$ cat src/rtl/shf_seq.sv
// Sequencer and round-robin two-port arbiter for the barrel shifter.
// Issues single-pass ops and the two-pass NORM, then returns a tagged response.
module shf_seq #(
    parameter int DATASIZE = 16
) (
    input  logic                clk,
    input  logic                rst,
    input  logic                req0_valid,
    output logic                req0_ready,
    input  logic [2:0]          req0_op,
    input  logic [DATASIZE-1:0] req0_x,
    input  logic [DATASIZE-1:0] req0_y,
    input  logic                req1_valid,
    output logic                req1_ready,
    input  logic [2:0]          req1_op,
    input  logic [DATASIZE-1:0] req1_x,
    input  logic [DATASIZE-1:0] req1_y,
    output logic                shf_en,
    output logic [1:0]          shf_cls,
    output logic [DATASIZE-1:0] shf_x,
    output logic [DATASIZE-1:0] shf_y,
    input  logic [DATASIZE-1:0] shf_dt,
    input  logic                shf_sv,
    input  logic                shf_sz,
    output logic                rsp_valid,
    output logic                rsp_id,
    output logic [DATASIZE-1:0] rsp_dt,
    output logic                rsp_sv,
    output logic                rsp_sz,
    output logic                rsp_err,
    output logic                sticky_sv,
    input  logic                clr_sticky,
    output logic                busy
);
    typedef enum logic [2:0] {
        IDLE, ISSUE, CAPT, ISSUE2, CAPT2, RESP
    } state_t;

    localparam logic [2:0] OP_NORM = 3'b100;

    state_t              state_q, state_d;
    logic                last_grant_q, last_grant_d;
    logic [2:0]          op_q, op_d;
    logic [DATASIZE-1:0] x_q, x_d;
    logic                id_q, id_d;
    logic                shf_en_q, shf_en_d;
    logic [1:0]          shf_cls_q, shf_cls_d;
    logic [DATASIZE-1:0] shf_x_q, shf_x_d;
    logic [DATASIZE-1:0] shf_y_q, shf_y_d;
    logic                rsp_id_q, rsp_id_d;
    logic [DATASIZE-1:0] rsp_dt_q, rsp_dt_d;
    logic                rsp_sv_q, rsp_sv_d;
    logic                rsp_sz_q, rsp_sz_d;
    logic                rsp_err_q, rsp_err_d;
    logic                sticky_q, sticky_d;

    logic                gnt0, gnt1, accept, a_rsvd;
    logic [2:0]          a_op;
    logic [DATASIZE-1:0] a_x, a_y;
    logic [4:0]          cnt_m1;

    // On a tie the requester that was not granted last wins.
    assign gnt0 = req0_valid & (~req1_valid | last_grant_q);
    assign gnt1 = req1_valid & (~req0_valid | ~last_grant_q);

    assign req0_ready = (state_q == IDLE) & ~rst & gnt0;
    assign req1_ready = (state_q == IDLE) & ~rst & gnt1;
    assign accept     = req0_ready | req1_ready;

    assign a_op   = gnt1 ? req1_op : req0_op;
    assign a_x    = gnt1 ? req1_x : req0_x;
    assign a_y    = gnt1 ? req1_y : req0_y;
    assign a_rsvd = a_op[2] & (a_op[1:0] != 2'b00);
    assign cnt_m1 = shf_dt[4:0] - 5'd1;

    always_comb begin
        state_d      = state_q;
        last_grant_d = last_grant_q;
        op_d         = op_q;
        x_d          = x_q;
        id_d         = id_q;
        shf_en_d     = 1'b0;
        shf_cls_d    = shf_cls_q;
        shf_x_d      = shf_x_q;
        shf_y_d      = shf_y_q;
        rsp_id_d     = rsp_id_q;
        rsp_dt_d     = rsp_dt_q;
        rsp_sv_d     = rsp_sv_q;
        rsp_sz_d     = rsp_sz_q;
        rsp_err_d    = rsp_err_q;
        sticky_d     = sticky_q;

        unique case (state_q)
            IDLE: begin
                if (accept) begin
                    op_d         = a_op;
                    x_d          = a_x;
                    id_d         = gnt1;
                    last_grant_d = gnt1;
                    if (a_rsvd) begin
                        state_d   = RESP;
                        rsp_id_d  = gnt1;
                        rsp_dt_d  = '0;
                        rsp_sv_d  = 1'b0;
                        rsp_sz_d  = 1'b0;
                        rsp_err_d = 1'b1;
                    end else begin
                        state_d   = ISSUE;
                        shf_en_d  = 1'b1;
                        shf_cls_d = (a_op == OP_NORM) ? 2'b10 : a_op[1:0];
                        shf_x_d   = a_x;
                        shf_y_d   = a_y;
                    end
                end
            end
            ISSUE: state_d = CAPT;
            CAPT: begin
                if (op_q == OP_NORM) begin
                    // Second pass shifts left by (lz - 1) to keep bit 15 clear.
                    state_d   = ISSUE2;
                    shf_en_d  = 1'b1;
                    shf_cls_d = 2'b00;
                    shf_x_d   = x_q;
                    if (shf_dt[4:0] == 5'd0) begin
                        shf_y_d = '0;
                    end else begin
                        shf_y_d = {{(DATASIZE-5){1'b0}}, cnt_m1};
                    end
                end else begin
                    state_d   = RESP;
                    rsp_id_d  = id_q;
                    rsp_dt_d  = shf_dt;
                    rsp_sv_d  = shf_sv;
                    rsp_sz_d  = shf_sz;
                    rsp_err_d = 1'b0;
                end
            end
            ISSUE2: state_d = CAPT2;
            CAPT2: begin
                state_d   = RESP;
                rsp_id_d  = id_q;
                rsp_dt_d  = shf_dt;
                rsp_sv_d  = shf_sv;
                rsp_sz_d  = shf_sz;
                rsp_err_d = 1'b0;
            end
            RESP: state_d = IDLE;
            default: state_d = IDLE;
        endcase

        if ((state_q == RESP) && rsp_sv_q) begin
            sticky_d = 1'b1;
        end else if (clr_sticky) begin
            sticky_d = 1'b0;
        end
    end

    always_ff @(posedge clk) begin
        if (rst) begin
            state_q      <= IDLE;
            last_grant_q <= 1'b1;
            op_q         <= '0;
            x_q          <= '0;
            id_q         <= 1'b0;
            shf_en_q     <= 1'b0;
            shf_cls_q    <= '0;
            shf_x_q      <= '0;
            shf_y_q      <= '0;
            rsp_id_q     <= 1'b0;
            rsp_dt_q     <= '0;
            rsp_sv_q     <= 1'b0;
            rsp_sz_q     <= 1'b0;
            rsp_err_q    <= 1'b0;
            sticky_q     <= 1'b0;
        end else begin
            state_q      <= state_d;
            last_grant_q <= last_grant_d;
            op_q         <= op_d;
            x_q          <= x_d;
            id_q         <= id_d;
            shf_en_q     <= shf_en_d;
            shf_cls_q    <= shf_cls_d;
            shf_x_q      <= shf_x_d;
            shf_y_q      <= shf_y_d;
            rsp_id_q     <= rsp_id_d;
            rsp_dt_q     <= rsp_dt_d;
            rsp_sv_q     <= rsp_sv_d;
            rsp_sz_q     <= rsp_sz_d;
            rsp_err_q    <= rsp_err_d;
            sticky_q     <= sticky_d;
        end
    end

    assign shf_en    = shf_en_q;
    assign shf_cls   = shf_cls_q;
    assign shf_x     = shf_x_q;
    assign shf_y     = shf_y_q;
    assign rsp_valid = (state_q == RESP);
    assign rsp_id    = rsp_id_q;
    assign rsp_dt    = rsp_dt_q;
    assign rsp_sv    = rsp_sv_q;
    assign rsp_sz    = rsp_sz_q;
    assign rsp_err   = rsp_err_q;
    assign sticky_sv = sticky_q;
    assign busy      = (state_q != IDLE);

endmodule

$ cat config.mk
export PLATFORM = sky130hd
export DESIGN_NAME = shf_seq
export DESIGN_NICKNAME = d
export VERILOG_FILES = /design/src/rtl/shf_seq.sv
export SDC_FILE = /design/constraint.sdc
export NUM_CORES = 1
export LEC_CHECK = 0
export CAP_MARGIN = 0
export CORE_AREA = 2 2 100 102
export DETAILED_ROUTE_END_ITERATION = 10
export DIE_AREA = 0 0 102 104
export GPL_TIMING_DRIVEN = 0
export MAX_ROUTING_LAYER = met4
export PLACE_DENSITY = 0.72
export SKIP_LAST_GASP = 1
export SYNTH_ARGS = -nofsm -noshare
export SYNTH_HDL_FRONTEND = slang
export SYNTH_SLANG_ARGS = --single-unit
$ cat constraint.sdc
create_clock -name clk -period 3.3 [get_ports clk]
set_input_delay 0.66 -clock clk [delete_from_list [all_inputs] [get_ports clk]]
set_output_delay 0.66 -clock clk [all_outputs]
set_load 0.005 [all_outputs]
# Yosys cells after proc, flatten, opt, wreduce, memory -nomap -nowiden
# Cells that the tools add are included.
[totals] register_bits=80 latch_bits=0 ram_bits=0 romBits=0 inputBits=93 mem_count=0
[op_classes] addsub=1 mul=0 n_div=0 order_cmp=0 eq_ne=12 shifts=0 n_mux=45 n_bitwise=13 reduce_logical=11
[ops] cell="16-bit two-way mux" count=11
[ops] cell="16-bit one-hot mux with 2 select lines" count=2
[ops] cell="16-bit one-hot mux with 3 select lines" count=1
[ops] cell="1-bit two-way mux" count=15
[ops] cell="3-bit one-hot mux with 5 select lines" count=1
[ops] cell="3-bit equality test, second input constant" count=4
[ops] cell="3-bit two-way mux" count=4
[ops] cell="1-bit one-hot mux with 3 select lines" count=4
[ops] cell="2-bit inequality test, second input constant" count=5
[ops] cell="2-bit two-way mux" count=4
[ops] cell="4-bit AND reduction" count=2
[ops] cell="1-bit AND" count=6
[ops] cell="3-bit by 2-bit equality test with 1-bit output, second input constant" count=2
[ops] cell="2-bit nonzero test" count=3
[ops] cell="3-bit nonzero test" count=2
[ops] cell="5-bit logical NOT" count=1
[ops] cell="5-bit two-way mux" count=1
[ops] cell="5-bit by 1-bit subtractor with 5-bit output, second input constant" count=1
[ops] cell="1-bit NOT" count=4
[ops] cell="2-bit one-hot mux with 2 select lines" count=1
[ops] cell="3-bit by 1-bit equality test with 1-bit output, second input constant" count=1
[ops] cell="3-bit logical NOT" count=1
[ops] cell="1-bit bitwise OR" count=3
[ops] cell="1-bit one-hot mux with 2 select lines" count=1
[ops] cell="other kinds (2)" count=2

# Logic depth before layout (Yosys ltp)
# Gate-level depths: netlist of the first run.
[logic_depth] depth_word=9 mapped_depth=9

# Least setup slack after synthesis of the first run
# No wires, ideal clock.
[synth_path] path_kind="input to output" startpoint="input port req1_valid" endpoint="output port req0_ready" arrival_time_ns=1.609 setup_slack_ns=1.031 stages=5 path_buffers=2 cell_sequence="a21bo_2 > buf_2 > clkbuf_1 > nand2_1 > nor3_1"
[synth_via] elab_chain_cells=4
[synth_lines] element="from (decl)" line="13" text="input logic req1_valid,"
[synth_lines] element="1-bit NOT" line="63" text="assign gnt0 = req0_valid & (~req1_valid | last_grant_q);"
[synth_lines] element="1-bit bitwise OR" line="63"
[synth_lines] element="1-bit AND" line="63"
[synth_lines] element="1-bit AND" line="66" text="assign req0_ready = (state_q == IDLE) & ~rst & gnt0;"
[synth_lines] element="to (decl)" line="9" text="output logic req0_ready,"
# No other way between the ends.

# Worst setup path in the final report of the first run
[layout_path] startpoint="input port req0_valid" endpoint="output port req0_ready"
[layout_via] elab_chain_cells=2
[layout_lines] element="from (decl)" line="8" text="input logic req0_valid,"
[layout_lines] element="1-bit AND" line="63"
[layout_lines] element="1-bit AND" line="66"
# No other way between the ends.

==> results of run 1 <==
==> layout make-up <==
class / count / area [um^2]
Buffer: 36 / 174
Timing Repair Buffer: 152 / 1520
Clock buffer: 11 / 141
Fill cell: 910 / 3950
Multi-Input combinational cell: 334 / 1930
Sequential cell: 80 / 1600
Clock inverter: 5 / 31.3
Tap cell: 133 / 166
Inverter: 7 / 26.3
==> cells in the mapped netlist, drive strengths merged (2+ instances only) <==
cell | count | area (um^2)
dfxtp | 80 | 1600
nand2 | 44 | 165
a211oi | 20 | 150
nor2 | 58 | 233
nor2b | 3 | 18.8
mux2 | 3 | 33.8
ha | 2 | 25.0
a22oi | 2 | 15.0
buf | 18 | 103
clkbuf | 19 | 71.3
a311oi | 2 | 17.5
or2 | 2 | 15.0
nand2b | 20 | 125
a21oi | 51 | 255
nand3b | 21 | 158
nor3b | 4 | 30.0
nor3 | 7 | 35.0
inv | 7 | 26.3
mux2i | 28 | 280
nand3 | 18 | 90.1
o21ai | 36 | 180
==> worst reg2reg max path: cells and delay by family (launching register included) <==
family / cells / cell delay, ns
compound gates: 2 / 0.23
flops: 1 / 0.47
simple gates: 2 / 0.45
buf+inv: 2 / 0.82
==> repair_timing <==
action	in CTS	in global routing
resized for setup	1	2
hold buffers	0	0
pin swaps	0	0
setup endpoints to repair	2	2
cloned	0	0
==> how the worst min path moves through the flow <==
| stage | to | slack [ns] | cells after the start | start |
|---|---|---|---|---|
| after floorplan | shf_cls[0] | 0.45 | 2 | shf_cls[0] |
| after global placement | shf_y[1] | 0.45 | 2 | shf_y[1] |
| after detailed placement | shf_y[2] | 0.45 | 2 | shf_y[2] |
| after CTS | shf_y[2] | 0.46 | 2 | shf_y[2] |
| after global routing | shf_y[0] | 0.48 | 2 | shf_y[0] |
| final | shf_y[2] | 0.46 | 2 | shf_y[2] |
==> per-layer routing <==
layer / GRT usage / routed length [um] / vias to the layer above
li1: - / - / 1905
met1: 0.281 / 5110 / 1713
met2: 0.347 / 5260 / 103
met3: 0.0450 / 731 / 11
met4: 0.0571 / 123 / 0
met5: - / 0 / -
==> state kept, by name, summed over array words and instances, names as in the netlist <==
signal        count
rsp_err           1
rsp_id            1
rsp_sz            1
x_q              16
id_q              1
op_q              3
rsp_dt           16
shf_x            16
last_grant_q      1
sticky_sv         1
shf_y            16
state_q           3
shf_cls           2
shf_en            1
rsp_sv            1
==> kinds of logic after synthesis <==
group,synth area share
multiplexers,0.0841
buffers and inverters,0.0536
AO/OA/AOI/OAI,0.185
adder cells (fa/ha/maj),0.00670
AND/OR/NAND/NOR,0.240
flip-flops,0.429
XOR/XNOR,0.00234
==> metrics by stage <==
step,util,setup WS (ns),cells,cell area [um^2],power [W]
global route,0.586,0.00766,758,5600,0.00271
finish,0.586,0.0940,758,5600,0.00255
floorplan,-,1.03,458,3740,0.00156
detailed placement,0.568,-0.339,743,5420,0.00193
CTS,0.586,0.0342,758,5600,0.00257
global placement,0.568,-0.344,743,5420,0.00191
==> placed cells by master, fill, tap and decap left out, types with 2 or more instances in the layout <==
master	count
ha_1	2
buf_1	2
nor2b_1	3
nor2_4	2
mux2i_1	28
clkdlybuf4s50_1	152
clkinv_2	3
nand3_1	18
a21oi_1	51
mux2_2	3
nand3b_1	21
a311oi_1	2
inv_1	6
buf_6	2
buf_2	12
a22oi_1	2
nor3b_1	4
nand2_1	44
dfxtp_1	80
o21ai_1	9
nor2_1	56
nor3_1	7
nand2b_1	20
a211oi_1	20
clkbuf_1	18
buf_4	2
clkbuf_8	10
o21ai_0	27
==> where the power goes <==
group / switching (W) / total, W / internal, W / leakage, nW
logic: 0.000384 / 0.000779 / 0.000395 / 1.43
registers: 0.0000568 / 0.00112 / 0.00107 / 0.652
clock network: 0.000358 / 0.000651 / 0.000293 / 0.0895
total: 0.000799 / 0.00255 / 0.00175 / 2.17
==> results.ini, run 1 <==
[global_route]
grt_pass1_wl_um=17900
grt_pass1_vias=3655
grt_max_degree=20
overflow=0
antenna_found_initial=0
track_usage=0.218

[setup_path]
start_kind=primary input
worst-path-buf-inv=3
crit_path_top_delay_cell=clkdlybuf4s50_1
worstSetupStartpoint=req0_valid
endpoint_kind=output port
cp-endpoint=req0_ready
cpMostUsedCell=clkdlybuf4s50_1
worst-r2r-cell-count=6
timing.critical_path.required_ns=2.64
r2r-start=state_q[1]
worst_path_largest_cell_delay_ns=0.61
worst-endpoint-arrival_ns=2.55
crit_fanout=19
crit_family=buffers and inverters
crit_chain=clkdlybuf4s50_1 > a21bo_2 > buf_4 > nand2_1 > nor3_1 > clkdlybuf4s50_1
worst_r2r_endpoint=shf_y[1]
reg2reg_slack_ns=1.20
critical_path_depth=6
critPathKind=in -> out

[placed_design]
dp_hpwl_um=8550
globalplace.congestion=0.779
numPortBuffers=152

[detailed_routing]
ant_nets=0
wl_per_cell_um=14.8
routed-via-count=3732
vias_per_cell=4.92
drc=0
dr.pass1.iters=4
drt_iter0_markers=106
wirelength_um=11200

[timing]
clock_skew_ns=0.0105
tns_ns=0
hold_viol=0
finalSetupViolCount=0
fin_crit_ns=3.21
slew_headroom=0.635
max_freq_mhz=312
worst_pin_slew_ns=0.545
rsz0062_at_grt=false
min_period_over_period=0.972
finalMaxSlewViolations=0
hold_ws_ns=0.457

[synth]
ys_ff_latch=80
ys_seq_area_frac=0.429
synth_edf_count=0
ys_async_sr_fraction=0
synthFlopType=dfxtp_1
syn_nets=553
syn_avg_cell_area_um2=8.16
netlist_instances=458
synth_area_mm2=0.00374
synth_cell_types=41
synth_warnings=0

[die]
io_pins=153
row_count=36
fp.dieH_um=104
die_w_um=102
die_area_mm2=0.0106
core_mm2=0.00955
start_util=0.391

[cts]
htreeDepth=3
clk_latency_ns=0.34
clkTransAtPathRegs_ns=0.08
cts_tree=yes
post_cts_buffers=0
cts.sinks=80
numCtsBuffers=9
cts-root-buf=clkbuf_8
cts_buffer_depth=2

[cells_and_area]
diodes=0
fin_nets=715
area_delta_synth_final_pct=49.8
drive_above_1_share=0.0656

[job]
maxCapViolCount=0

[worst_hold_path]
hold_class=reg -> reg

[pwr]
ir_worst_vdd_uv=235
leakage_nw=2.17
powerDensity_mw_per_mm2=456

[run_status]
status=complete, no violations

Note: power is estimated with default switching activity, not from simulation.
==> run 2: changes to the inputs <==
- CORE_AREA: 2 2 100 102 -> 2 2 95 97
- DIE_AREA: 0 0 102 104 -> 0 0 97 99
- PLACE_DENSITY: 0.72 -> 0.79
- clock period: 3.3 -> 3.7 ns (I/O delays scaled with it)
==> results.ini, run 2 (synthesized netlist as in run 1, its figures left out) <==
[placed_design]
dp_hpwl_um=8610  ; was 8550 um
numPortBuffers=152  ; unchanged
globalplace.congestion=0.827  ; was 0.779
dp_cells=718  ; was 743

[pwr]
powerDensity_mw_per_mm2=418  ; was 456 mW/mm^2
leakage_nw=2.17  ; about the same
ir_worst_vdd_uv=234  ; was 235 uV
p_total_w=0.00233  ; was 0.00255 W

[cts]
clkTransAtPathRegs_ns=0.08  ; about the same
cts_hold_buf=0  ; unchanged
post_cts_buffers=0  ; unchanged
numCtsBuffers=9  ; unchanged
cts.sinks=80  ; unchanged
cts-root-buf=clkbuf_8  ; unchanged
cts-resized-gates=0  ; was 1
cts_tree=yes  ; unchanged
cts_buffer_depth=2  ; unchanged
htreeDepth=3  ; unchanged
clk_latency_ns=0.35  ; was 0.34 ns

[setup_path]
start_kind=primary input  ; unchanged
crit_family=buffers and inverters  ; unchanged
worst-path-buf-inv=3  ; unchanged
r2r-start=state_q[1]  ; unchanged
cp-endpoint=req0_ready  ; unchanged
worstSetupStartpoint=req0_valid  ; unchanged
cpMostUsedCell=clkdlybuf4s50_1  ; unchanged
critical_path_depth=6  ; unchanged
timing.critical_path.required_ns=2.96  ; was 2.64 ns
worst-r2r-cell-count=6  ; unchanged
worst_path_largest_cell_delay_ns=0.60  ; was 0.61 ns
worst-endpoint-arrival_ns=2.77  ; was 2.55 ns
reg2reg_slack_ns=1.53  ; was 1.20 ns
crit_chain=clkdlybuf4s50_1 > a21bo_2 > buf_2 > nand2_1 > nor3_1 > clkdlybuf4s50_1  ; was clkdlybuf4s50_1 > a21bo_2 > buf_4 > nand2_1 > nor3_1 > clkdlybuf4s50_1
critPathKind=in -> out  ; unchanged
crit_path_top_delay_cell=clkdlybuf4s50_1  ; unchanged
endpoint_kind=output port  ; unchanged
crit_fanout=19  ; unchanged
worst_r2r_endpoint=shf_y[1]  ; unchanged

[job]
maxCapViolCount=0  ; unchanged

[timing]
finalSetupViolCount=0  ; unchanged
fin_crit_ns=3.51
min_period_over_period=0.948
slew_headroom=0.631  ; was 0.635
finalMaxSlewViolations=0  ; unchanged
worst_pin_slew_ns=0.551  ; was 0.545 ns
rsz0062_at_grt=false  ; unchanged
hold_viol=0  ; unchanged
clock_skew_ns=0.00520  ; was 0.0105 ns
max_freq_mhz=285

[detailed_routing]
dr.pass1.iters=4  ; unchanged
vias_per_cell=5.26  ; was 4.92
drt_iter0_markers=106  ; unchanged
drc=0  ; unchanged
wirelength_um=11400  ; was 11200 um
routed-via-count=3854  ; was 3732
wl_per_cell_um=15.6  ; was 14.8 um
ant_nets=0  ; unchanged

[global_route]
track_usage=0.242  ; was 0.218
grt_pass1_vias=3812  ; was 3655
overflow=0  ; unchanged
grt_pass1_wl_um=18500  ; was 17900 um
grt_max_degree=20  ; unchanged
antenna_found_initial=0  ; unchanged

[cells_and_area]
stdcell_count=733  ; was 758
most-common-layout-cells=clkdlybuf4s50_1, dfxtp_1, nor2_1  ; unchanged
diodes=0  ; unchanged
drive_above_1_share=0.0656  ; unchanged
area_delta_synth_final_pct=49.2  ; was 49.8%
final_common_cell=clkdlybuf4s50_1  ; unchanged
fin_nets=715  ; unchanged

[die]
row_count=34  ; was 36
fp.dieH_um=99  ; was 104 um
start_util=0.437  ; was 0.391
die_area_mm2=0.00960  ; was 0.0106 mm^2
die_w_um=97  ; was 102 um
io_pins=153  ; unchanged
core_mm2=0.00855  ; was 0.00955 mm^2

[worst_hold_path]
hold_class=reg -> reg  ; unchanged

[run_status]
status=complete, no violations  ; unchanged

[run 2: changes by cell type in the layout (fill, tap and decap cells not counted), sizes merged]
cell and delta:
clkbuf -2, clkinv +2, bufinv +1, inv -1
[run 2: worst min-delay path, cell delays in order (launching register included)]
cell     delay (ns)
dfxtp_1        0.31
nand2_1        0.05
a21oi_1        0.05
[run 2: metrics by stage]
step	util	hold WS [ns]	worst slack, ns	setup TNS [ns]	area [um^2]
final	0.652	0.462	0.194	0	5580
after global routing	0.652	0.479	0.0562	0	5580
after CTS	0.652	0.466	0.184	0	5580
after detailed placement	0.631	0.455	-0.142	-0.142	5390
after global placement	0.631	0.445	-0.0820	-0.0820	5390
after floorplan	-	0.448	1.27	0	3740
[run 2: worst min-delay path by stage]
| stage | cells after the start | startpoint | endpoint |
|---|---|---|---|
| finish | 2 | shf_y[0] | shf_y[0] |
| global route | 2 | shf_y[2] | shf_y[2] |
| CTS | 2 | shf_y[0] | shf_y[0] |
| detailed placement | 2 | shf_y[0] | shf_y[0] |
| global placement | 2 | shf_y[1] | shf_y[1] |
| floorplan | 2 | shf_cls[0] | shf_cls[0] |
[run 2: cell type report]
cell class	count	area [um^2]
clock inverter	7	62.6
timing repair buffer	152	1520
fill	755	2980
inverter	7	26.3
tap	108	135
sequential	80	1600
multi-input combinational	334	1930
buffer	36	170
clock buffer	9	124
[run 2: per-layer routing]
layer	up-vias	routed length [um]	GRT usage
li1	1906	-	-
met1	1789	4860	0.282
met2	140	5550	0.413
met3	19	833	0.0624
met4	0	158	0.0726
met5	-	0	-
[run 2: power by group]
part / internal [W] / total [W] / switching [W]
clock network: 0.000306 / 0.000628 / 0.000322
logic: 0.000351 / 0.000697 / 0.000346
registers: 0.000951 / 0.00100 / 0.0000534
total: 0.00161 / 0.00233 / 0.000721
